`src/rtl/serial_par_rx.sv`:
```
// Serial-to-byte receive front end: comma hunt, lock after LOCK_COUNT aligned commas, byte/valid out.
// Optional loss-of-lock detection is compiled in with `define LOSS_OF_LOCK_EN.
module serial_par_rx #(
    parameter logic [7:0] COMMA      = 8'hBC,
    parameter int         LOCK_COUNT = 4,
    parameter int         MAX_GAP    = 16
) (
    input  logic       clk_32f,
    input  logic       reset_L,
    input  logic       data_in,
    output logic [7:0] data_out,
    output logic       valid_out,
    output logic       active
);

    localparam logic [1:0] ST_HUNT   = 2'd0;
    localparam logic [1:0] ST_SYNC   = 2'd1;
    localparam logic [1:0] ST_LOCKED = 2'd2;
    localparam logic [3:0] LOCK_N    = 4'(LOCK_COUNT);

    logic [1:0] state_q, state_d;
    logic [7:0] sr_q;
    logic [7:0] window;
    logic [2:0] bit_cnt_q, bit_cnt_d;
    logic [3:0] comma_cnt_q, comma_cnt_d;
    logic [7:0] data_q, data_d;
    logic       valid_q, valid_d;
    logic       active_q;
    logic       byte_done;
    logic       is_comma;

`ifdef LOSS_OF_LOCK_EN
    localparam logic [7:0] GAP_N = 8'(MAX_GAP);
    logic [7:0] gap_cnt_q, gap_cnt_d;
`endif

    // window is the shift register as it will look after this edge
    assign window    = {sr_q[6:0], data_in};
    assign is_comma  = (window == COMMA);
    assign byte_done = (bit_cnt_q == 3'd7);

    always_comb begin
        state_d     = state_q;
        bit_cnt_d   = bit_cnt_q + 3'd1;
        comma_cnt_d = comma_cnt_q;
        data_d      = data_q;
        valid_d     = valid_q;
`ifdef LOSS_OF_LOCK_EN
        gap_cnt_d   = gap_cnt_q;
`endif
        case (state_q)
            ST_HUNT: begin
                bit_cnt_d = 3'd0;
                if (is_comma) begin
                    comma_cnt_d = 4'd1;
                    state_d     = (LOCK_N == 4'd1) ? ST_LOCKED : ST_SYNC;
                end
            end
            ST_SYNC: begin
                if (byte_done) begin
                    if (is_comma) begin
                        if (comma_cnt_q + 4'd1 >= LOCK_N) begin
                            state_d     = ST_LOCKED;
                            comma_cnt_d = LOCK_N;
                        end else begin
                            comma_cnt_d = comma_cnt_q + 4'd1;
                        end
                    end else begin
                        state_d     = ST_HUNT;
                        comma_cnt_d = 4'd0;
                    end
                end
            end
            ST_LOCKED: begin
`ifdef LOSS_OF_LOCK_EN
                // the byte that hit MAX_GAP was already emitted; drop lock one edge later
                if (gap_cnt_q == GAP_N) begin
                    state_d     = ST_HUNT;
                    bit_cnt_d   = 3'd0;
                    comma_cnt_d = 4'd0;
                    gap_cnt_d   = 8'd0;
                    data_d      = 8'h00;
                    valid_d     = 1'b0;
                end else
`endif
                if (byte_done) begin
                    data_d  = window;
                    valid_d = !is_comma;
`ifdef LOSS_OF_LOCK_EN
                    if (is_comma)
                        gap_cnt_d = 8'd0;
                    else if (gap_cnt_q != 8'hFF)
                        gap_cnt_d = gap_cnt_q + 8'd1;
`endif
                end
            end
            default: state_d = ST_HUNT;
        endcase
    end

    always_ff @(posedge clk_32f or negedge reset_L) begin
        if (!reset_L) begin
            state_q     <= ST_HUNT;
            sr_q        <= 8'h00;
            bit_cnt_q   <= 3'd0;
            comma_cnt_q <= 4'd0;
            data_q      <= 8'h00;
            valid_q     <= 1'b0;
            active_q    <= 1'b0;
        end else begin
            state_q     <= state_d;
            sr_q        <= window;
            bit_cnt_q   <= bit_cnt_d;
            comma_cnt_q <= comma_cnt_d;
            data_q      <= data_d;
            valid_q     <= valid_d;
            active_q    <= (state_d == ST_LOCKED);
        end
    end

`ifdef LOSS_OF_LOCK_EN
    always_ff @(posedge clk_32f or negedge reset_L) begin
        if (!reset_L) gap_cnt_q <= 8'd0;
        else          gap_cnt_q <= gap_cnt_d;
    end
`endif

    assign data_out  = data_q;
    assign valid_out = valid_q;
    assign active    = active_q;

endmodule

```
`config.mk`:
```
export PLATFORM = sky130hd
export DESIGN_NAME = serial_par_rx
export DESIGN_NICKNAME = d
export VERILOG_FILES = /design/src/rtl/serial_par_rx.sv
export SDC_FILE = /design/constraint.sdc
export NUM_CORES = 1
export LEC_CHECK = 0
export CAP_MARGIN = 0
export CORE_UTILIZATION = 56
export DETAILED_ROUTE_END_ITERATION = 8
export PLACE_DENSITY_LB_ADDON = 0.05
export SLEW_MARGIN = 20
export SYNTH_ARGS = -nofsm -noshare
export SYNTH_HDL_FRONTEND = slang
export SYNTH_SLANG_ARGS = --single-unit
```
`constraint.sdc`:
```
create_clock -name clk_32f -period 3.2 [get_ports clk_32f]
set_input_delay 0.32 -clock clk_32f [delete_from_list [all_inputs] [get_ports clk_32f]]
set_output_delay 0.32 -clock clk_32f [all_outputs]
set_load 0.1 [all_outputs]
```
======== After elaboration in Yosys (flattened, before gate mapping) ========
Cells that the tools add are included.
cells by class
  multiplexer cells ....................... 11
  reduce and logical (&&, ||, !) cells .... 5
  $add $sub $neg .......................... 2
  order comparisons ....................... 1
  eq/ne operators ......................... 7
operator list
  cell                                                                                 number
  4-bit two-way mux                                                                    4
  8-bit == test, second input constant                                                 1
  2-bit two-way mux                                                                    4
  4-bit case mux with 2 select lines                                                   1
  2-bit case mux with 3 select lines                                                   1
  4-bit by 1-bit adder with 4-bit output, second input constant                        1
  2-bit == test, second input constant                                                 2
  4-bit by 3-bit greater-or-equal comparator with 1-bit output, second input constant  1
  2-bit != test, second input constant                                                 2
  3-bit by 1-bit adder with 3-bit output, second input constant                        1
  3-bit == test, second input constant                                                 1
  3-bit two-way mux                                                                    1
  3-bit AND reduction                                                                  1
  2-bit by 1-bit == test with 1-bit output, second input constant                      1
  2-bit logical NOT                                                                    1
  2-bit AND reduction                                                                  1
  2-bit nonzero test                                                                   1
  1-bit logical NOT                                                                    1
word-level totals
  flip-flop bits (word level) ............. 26
  input port bits ......................... 3
  output and inout bits ................... 10
  word-level logic and storage cells ...... 33

======== Longest topological paths before layout ========
Gate-level depths: netlist of the first run.
  depth in word-level cells ............... 7
  mapped depth ............................ 6
  mapped depth without buffers ............ 5

======== Worst setup path before layout of the first run ========
No wires, ideal clock.
  path type ............................... register -> register
  start point ............................. reg bit_cnt_q[0]
  end point ............................... reg data_q[0], in the netlist data_out[0]
  arrival ................................. 1.374 ns
  path buffers ............................ 1
  cell stages (with the launch flop) ...... 6
  clock period less this slack ............ 1.500 ns
  path slack .............................. 1.700 ns
  required time ........................... 3.074 ns
  library setup time ...................... 0.126 ns
  cell sequence ........................... dfrtp_1 -> ha_1 -> ha_1 -> nand3b_1 -> buf_2 -> mux2_2
between the ends
  longest elaborated chain between the ends .. 2
ends and longest elaborated chain
  element                        RTL line  text
  start: declaration             24        logic [2:0] bit_cnt_q, bit_cnt_d;
  start signal: assignment       113       bit_cnt_q <= bit_cnt_d;
  3-bit == test                  40        assign byte_done = (bit_cnt_q == 3'd7);
  2-bit AND reduction (no line)  --
  end signal: assignment         115       data_q <= data_d;
  end: declaration               26        logic [7:0] data_q, data_d;
No other way between the ends.
A chain may end at the register's enable or synchronous reset.

======== Worst setup path in the final report of the first run ========
  start point ............................. reg data_q[2], in the netlist data_out[2]
  end point ............................... out data_out[2]
RTL lines
  element           RTL line  text
  end: declaration  11        output logic [7:0] data_out,
No word-level cell between the ends.

==> results of run 1 <==
==> kinds of logic (layout without fill, tap and decap cells) <==
family | after synthesis | in the layout | synth area share (%)
AND/OR/NAND/NOR | 22 | 22 | 13.6
AO/OA/AOI/OAI | 13 | 13 | 9.60
flip-flops | 26 | 26 | 62.4
XOR/XNOR | 1 | 1 | 0.840
buffers and inverters | 3 | 18 | 1.32
adder cells (fa/ha/maj) | 3 | 3 | 3.60
multiplexers | 8 | 8 | 8.64
==> where the power goes <==
part	total, mW	switching, mW	internal [mW]
Sequential	0.345	0.00687	0.338
Combinational	0.0668	0.0501	0.0167
Clock	0.222	0.0950	0.127
Total	0.633	0.152	0.481
==> registers in the layout (all words and copies together), names as in the netlist <==
| name | flops |
|---|---|
| bit_cnt_q | 3 |
| data_out | 8 |
| comma_cnt_q | 4 |
| valid_out | 1 |
| state_q | 2 |
| active | 1 |
| sr_q | 7 |
==> stage by stage <==
step	total power [mW]	utilization, %	setup slack (ns)	cells	hold slack (ns)
2_1_floorplan	0.395	-	1.70	76	0.0244
3_3_place_gp	0.417	69.0	1.43	112	0.398
3_5_place_dp	0.418	69.0	1.41	112	0.404
4_1_cts	0.637	72.0	1.04	116	0.361
5_1_grt	0.653	72.0	0.982	116	0.367
6_report	0.633	72.0	1.05	116	0.348
==> how the worst max path moves through the flow <==
| stage | to | slack [ns] |
|---|---|---|
| after floorplan | data_out[0] | 1.70 |
| final | data_out[2] | 1.05 |
| after global placement | data_out[0] | 1.43 |
| after global routing | data_out[2] | 0.98 |
| after CTS | data_out[2] | 1.04 |
| after detailed placement | data_out[2] | 1.41 |
==> layout make-up <==
cell class | count | area [sq um] | share of cell area [%]
clock buffers | 3 | 22.5 | 1.81
clock inverters | 1 | 30.0 | 2.41
inverters | 1 | 3.75 | 0.302
multi-input cells | 47 | 378 | 30.4
flip-flops and latches | 26 | 651 | 52.3
well taps | 25 | 31.3 | 2.52
repair buffers | 13 | 128 | 10.3
==> metal layers <==
layer  up-vias  wire (um)  global-route usage, %
met5         -          0                      0
met1       323        829                   26.9
met4         0          8                   8.48
met2        17        794                   30.1
li1        308          -                      -
met3         2         57                   2.40
==> cell usage in the layout (no fill, tap or decap), drive strengths merged, types with 2 or more instances in the layout <==
| cell type | count |
|---|---|
| clkbuf | 3 |
| nand2 | 2 |
| nor2b | 4 |
| ha | 3 |
| mux2 | 8 |
| o21ai | 3 |
| o22ai | 2 |
| nor3 | 2 |
| nor2 | 4 |
| clkdlybuf4s50 | 12 |
| dfrtp | 26 |
| nand3b | 3 |
==> flow_summary.yaml, run 1 <==
cts:
  cts_setup_buffers: 0
  hold_buffers: 0
  clock_insertion_delay_worst_skew_ns: 0.32
  clkSinkCount: 26
  tritoncts: "yes"
  cts_resized: 0
  clockBufferDepth: 2
  htree_levels: 1
  clkTransAtPathRegs_ns: 0.14
  cts_buffers: 3
  clockRootBuffer: "clkbuf_4"
floorplanning:
  io_pins: 13
  coreArea_sq_um: 1730
  dieWidth_um: 45.1
  die_y_um: 45.1
  die-area_sq_um: 2040
  start_util_pct: 60.4
  rows: 15
sta:
  max_freq_mhz: 464
  worst-slew-pin-transition_ns: 0.976
  setup_viol: 0
  finalHoldViolCount: 0
  drv_slew: 0
  fin_setup_tns_ns: 0
  worst_clock_skew_ns: 0.0100
  rsz0062_at_grt: "no"
  fin_crit_ns: 2.15
  timing.final.crit_share_pct: 67.3
  maxSlewHeadroom_pct: 34.7
worst_setup_path:
  cp_max_fo: 2
  cp.depth: 1
  reg2reg_from: "bit_cnt_q[0]"
  critPathCaptureType: "output pin"
  r2r-end: "data_out[1]"
  reg2reg_depth: 4
  path_delay_family: "buffers and inverters"
  crit_required_ns: 2.88
  max_stage_delay_ns: 1.14
  crit_chain: "clkdlybuf4s50_1"
  path_buf_inv: 1
  cp_slowest_cell: "clkdlybuf4s50_1"
  worst_ep_arrival_time_ns: 1.83
  path_class: "reg -> out"
  r2r_slack_ns: 1.50
  crit_path_start: "data_out[2]"
  startpoint_type: "flip-flop"
pwr:
  ir_drop_mv: 0.504
  leakagePower_nw: 0.549
  power_density_nw_per_um2: 509
place:
  dp_hpwl_um: 1130
  place_area_sq_um: 1190
  gp_congestion: 0.751
  io_buffer_count: 12
grt:
  grt_antenna_before_repair: 0
  overflow: 0
  grt_pass1_wl_um: 2770
  grt_pass1_vias: 596
  track_usage_pct: 19.2
  grt_max_degree: 27
cells_and_area:
  fin_nets: 98
  final_area_sq_um: 1240
  drive_above_1_share_pct: 16.5
  area_growth_pct: 19.3
  n_antenna_cell: 0
  nFillCells: 140
outcome:
  outcome: "complete, no violations"
logic_synthesis:
  synth.distinct_cells: 29
  synth_edf_count: 0
  avgSynthCellArea_sq_um: 13.7
  synth_commonest_cells: "dfrtp_1, mux2_2, nor2_1, nor2b_1"
  yosysTopAreaCell: "dfrtp_1"
  ys_warn_count: 0
  ys_ff_latch: 26
  ys_async_sr_fraction_pct: 100
  syn-cell-area_sq_um: 1040
  synth_ff_type: "dfrtp_1"
  yosysTopAreaCellShare_pct: 62.4
  synthCells: 76
  synth.most_common_cell: "dfrtp_1"
  synth_area_leaders: "dfrtp_1, mux2_2, ha_1"
  yosysSeqAreaShare_pct: 62.4
  synth_nets: 82
route:
  drc: 0
  drt-vias-per-instance: 5.60
  postRouteAntennaNets: 0
  vias: 650
  drtIter0Drc: 21
  wl_per_cell_um: 14.6
  first_pass_iters: 4
  drt_wl_total_um: 1690
run:
  drv_cap: 0
worst_hold_path:
  hp-class: "in -> async"
No activity file was read; power rests on OpenSTA's default activity.
==> run 2, diff against run 1 <==
--- a/config.mk
+++ b/config.mk
@@ -6,7 +6,8 @@
 export NUM_CORES = 1
 export LEC_CHECK = 0
 export CAP_MARGIN = 0
-export CORE_UTILIZATION = 56
+export CORE_ASPECT_RATIO = 0.6
+export CORE_UTILIZATION = 47
 export DETAILED_ROUTE_END_ITERATION = 8
 export PLACE_DENSITY_LB_ADDON = 0.05
 export SLEW_MARGIN = 20
==> constraint.sdc (replaced) <==
create_clock -name clk_32f -period 1.75 [get_ports clk_32f]
set_input_delay 0.175 -clock clk_32f [delete_from_list [all_inputs] [get_ports clk_32f]]
set_output_delay 0.175 -clock clk_32f [all_outputs]
set_load 0.1 [all_outputs]
==> flow_summary.yaml, run 2 (same netlist as run 1, synthesis figures left out) <==
outcome:
  outcome: "complete, no violations"
floorplanning:
  rows: 12
  io_pins: 13
  coreArea_sq_um: 1970
  die-area_sq_um: 2420
  dieWidth_um: 62.8
  start_util_pct: 53.0
  die_y_um: 38.5
place:
  io_buffer_count: 12
  dpl_worst_slack_ns: 0.0559
  gp_congestion: 0.883
  place_area_sq_um: 1180
  dp_hpwl_um: 1320
cts:
  clock_insertion_delay_worst_skew_ns: 0.26
  htree_levels: 1
  clkTransAtPathRegs_ns: 0.08
  cts_buffers: 3
  tritoncts: "yes"
  hold_buffers: 0
  clockBufferDepth: 2
  clkSinkCount: 26
  clockRootBuffer: "clkbuf_8"
worst_setup_path:
  crit_required_ns: 1.90
  cp_slowest_cell: "dfrtp_1"
  worst_ep_arrival_time_ns: 1.72
  startpoint_type: "flip-flop"
  critPathCaptureType: "flip-flop"
  crit_top_cell: "ha_1"
  crit_chain: "ha_1, ha_1, nand3b_1, buf_4, mux2_2"
  max_stage_delay_ns: 0.39
  path_class: "reg -> reg"
  path_delay_family: "adder cells"
  cp_max_fo: 5
  path_buf_inv: 1
cells_and_area:
  n_antenna_cell: 0
  utilization_pct: 63.8
  final_cell_mix: "dfrtp_1, buf_4, mux2_2"
  nFillCells: 154
  fin_nets: 102
  largest_register_ff_count: 8
  area_growth_pct: 20.4
  drive_above_1_share_pct: 30.5
  final_area_sq_um: 1250
  mostFrequentLayoutCell: "dfrtp_1"
route:
  postRouteAntennaNets: 0
  drt_wl_total_um: 1780
  first_pass_iters: 4
  wl_per_cell_um: 14.5
  vias: 678
  drt-vias-per-instance: 5.51
  drc: 0
  drtIter0Drc: 9
sta:
  drv_slew: 0
  timing.final.crit_share_pct: 89.5
  rsz0062_at_grt: "no"
  worst-slew-pin-transition_ns: 0.379
  finalHoldViolCount: 0
  setup_viol: 0
  fin_crit_ns: 1.57
  worst_clock_skew_ns: 0.00240
  max_freq_mhz: 639
  maxSlewHeadroom_pct: 74.4
  fin_ws_ns: 0.184
  fin_setup_tns_ns: 0
pwr:
  power_density_nw_per_um2: 889
  power_mw: 1.12
  leakagePower_nw: 0.573
  ir_drop_mv: 0.663
grt:
  grt_antenna_before_repair: 0
  track_usage_pct: 18.4
  grt_max_degree: 27
  grt_pass1_vias: 653
  grt_pass1_wl_um: 3110
  overflow: 0
run:
  drv_cap: 0
worst_hold_path:
  hp-class: "in -> async"
## run 2: layout make-up
type	instances	area, sq um	area share [%]
clock buffer	4	55.1	4.39
multi-input combinational	47	378	30.1
sequential	26	651	51.8
inverter	1	3.75	0.299
tap	28	35.0	2.79
timing repair buffer	17	133	10.6
## run 2: worst paths after layout
kind	from	end	depth (start not counted)	slack, ns
min in group clk_32f	sr_q[4]	sr_q[5]	0	0.43
max in group asynchronous	reset_L	comma_cnt_q[3]	2	1.25
min reg2reg	sr_q[4]	sr_q[5]	0	0.43
min	reset_L	data_out[2]	2	0.26
max	bit_cnt_q[0]	data_out[7]	5	0.18
max reg2reg	bit_cnt_q[0]	data_out[7]	5	0.18
## run 2: metal layers
layer / GRT usage [%] / wire length, um / vias to the layer above / part of all wire [%]
met5: 0 / 0 / - / 0
met4: 6.98 / 19 / 0 / 1.1
met3: 6.55 / 97 / 2 / 5.4
met2: 29.6 / 787 / 19 / 44
met1: 23.4 / 880 / 335 / 49
li1: - / - / 322 / -
## run 2: metrics by stage
stage	hold WS, ns	instances
3_3_place_gp	0.399	116
5_1_grt	0.279	123
2_1_floorplan	-0.121	76
6_report	0.263	123
4_1_cts	0.269	120
3_5_place_dp	0.410	116
## run 2: power by group
part           internal, mW  total [mW]  switching, mW
sequential            0.618       0.630         0.0121
clock                 0.201       0.367          0.166
combinational        0.0271       0.118         0.0911
total                 0.846        1.12          0.270
## run 2: timing repair
item | CTS | global route
resized for setup | 0 | 0
setup buffers | 0 | 3
endpoints found under the setup margin | 0 | 9
==> run 3, diff against run 2 <==
--- a/config.mk
+++ b/config.mk
@@ -6,9 +6,12 @@
 export NUM_CORES = 1
 export LEC_CHECK = 0
 export CAP_MARGIN = 0
+export CELL_PAD_IN_SITES_DETAIL_PLACEMENT = 2
+export CELL_PAD_IN_SITES_GLOBAL_PLACEMENT = 2
 export CORE_ASPECT_RATIO = 0.6
-export CORE_UTILIZATION = 47
+export CORE_UTILIZATION = 33
 export DETAILED_ROUTE_END_ITERATION = 8
+export MAX_ROUTING_LAYER = met4
 export PLACE_DENSITY_LB_ADDON = 0.05
 export SLEW_MARGIN = 20
 export SYNTH_ARGS = -nofsm -noshare
==> flow_summary.yaml, run 3 (same netlist as run 1, synthesis figures left out) <==
cts:
  clockRootBuffer: "clkbuf_8"
  cts_resized: 0
  hold_buffers: 0
  clkTransAtPathRegs_ns: 0.09
  tritoncts: "yes"
  cts_buffers: 3
  cts_setup_buffers: 0
  clockBufferDepth: 2
  clock_insertion_delay_worst_skew_ns: 0.27
  htree_levels: 1
  clkSinkCount: 26
place:
  dp_hpwl_um: 1540
  gp_congestion: 0.667
  dpl_worst_slack_ns: 0.122
  io_buffer_count: 12
sta:
  fin_setup_tns_ns: 0
  finalHoldViolCount: 0
  setup_viol: 0
  fin_ws_ns: 0.102
  max_freq_mhz: 607
  timing.final.crit_share_pct: 94.1
  rsz0062_at_grt: "no"
  drv_slew: 0
  maxSlewHeadroom_pct: 72.1
  fin_crit_ns: 1.65
  worst_clock_skew_ns: 0.00508
  worst-slew-pin-transition_ns: 0.417
run:
  drv_cap: 0
route:
  drc: 0
  wl_per_cell_um: 15.9
  first_pass_iters: 4
  vias: 669
  drtIter0Drc: 16
  drt-vias-per-instance: 4.96
  postRouteAntennaNets: 0
  drt_wl_total_um: 2150
worst_setup_path:
  reg2reg_depth: 5
  r2r-end: "data_out[5]"
  r2r_slack_ns: 0.10
  critPathCaptureType: "flip-flop"
  crit_required_ns: 1.90
  startpoint_type: "flip-flop"
  path_class: "reg -> reg"
  worst_ep_arrival_time_ns: 1.80
  cp_max_fo: 9
  reg2reg_from: "bit_cnt_q[0]"
worst_hold_path:
  hp-class: "in -> async"
grt:
  grt_pass1_wl_um: 3450
  grt_pass1_vias: 681
  grt_max_degree: 27
  grt_antenna_before_repair: 0
  overflow: 0
  track_usage_pct: 15.2
floorplanning:
  start_util_pct: 35.6
  io_pins: 13
  coreArea_sq_um: 2930
  die-area_sq_um: 3390
  die_y_um: 45.5
  dieWidth_um: 74.6
  rows: 15
pwr:
  ir_drop_mv: 0.392
  leakagePower_nw: 0.564
  power_density_nw_per_um2: 898
cells_and_area:
  drive_above_1_share_pct: 29.0
  mostFrequentLayoutCell: "dfrtp_1"
  final_cell_mix: "dfrtp_1, buf_4, mux2_2"
  area_growth_pct: 20.6
  largest_register_ff_count: 8
  fin_nets: 100
  n_antenna_cell: 0
outcome:
  outcome: "complete, no violations"
==> run 3: cell count changes in the layout (fill, tap and decap cells not counted) <==
cell / before / now
buf_4: 15 / 13
==> run 3: layout make-up <==
class | instances | area, sq um
fillers | 317 | 1670
well taps | 42 | 52.6
multi-input cells | 47 | 378
inverters | 1 | 3.75
flip-flops and latches | 26 | 651
repair buffers | 15 | 118
clock buffers | 4 | 55.1
==> run 3: how the worst max path moves through the flow <==
stage,cells past startpoint,startpoint,endpoint,slack (ns)
2_1_floorplan,5,bit_cnt_q[0],data_out[0],0.25
3_3_place_gp,5,bit_cnt_q[0],data_out[0],0.17
3_5_place_dp,5,bit_cnt_q[0],data_out[5],0.12
4_1_cts,5,bit_cnt_q[0],data_out[5],0.09
5_1_grt,5,bit_cnt_q[0],data_out[5],0.01
6_report,5,bit_cnt_q[0],data_out[5],0.10
==> run 3: power by group <==
group / switching, mW / total, mW / leakage [nW] / internal (mW)
combinational: 0.0917 / 0.119 / 0.232 / 0.0271
sequential: 0.0126 / 0.631 / 0.304 / 0.618
clock: 0.179 / 0.379 / 0.0288 / 0.201
==> run 3: layer usage <==
layer,global-route usage (%),routed length (um),vias up
met1,20.7,1120,343
met5,-,0,-
met2,20.7,927,12
li1,-,-,312
met3,5.53,90,2
met4,5.28,8,0
==> run 3: per-stage QoR <==
stage / util [%] / hold slack, ns / power, mW / instance area, sq um / instances
2_1_floorplan: - / -0.121 / 0.722 / 1040 / 76
3_3_place_gp: 41.1 / 0.400 / 0.762 / 1200 / 131
3_5_place_dp: 41.1 / 0.410 / 0.763 / 1200 / 131
4_1_cts: 42.9 / 0.284 / 1.15 / 1260 / 135
5_1_grt: 42.9 / 0.292 / 1.17 / 1260 / 135
6_report: 42.9 / 0.271 / 1.13 / 1260 / 135
==> run 3: worst max-delay path, stage by stage (launching register included) <==
cell      delay, ns
dfrtp_1        0.39
ha_1           0.20
ha_1           0.27
nand3b_1       0.13
buf_4          0.19
mux2_2         0.35
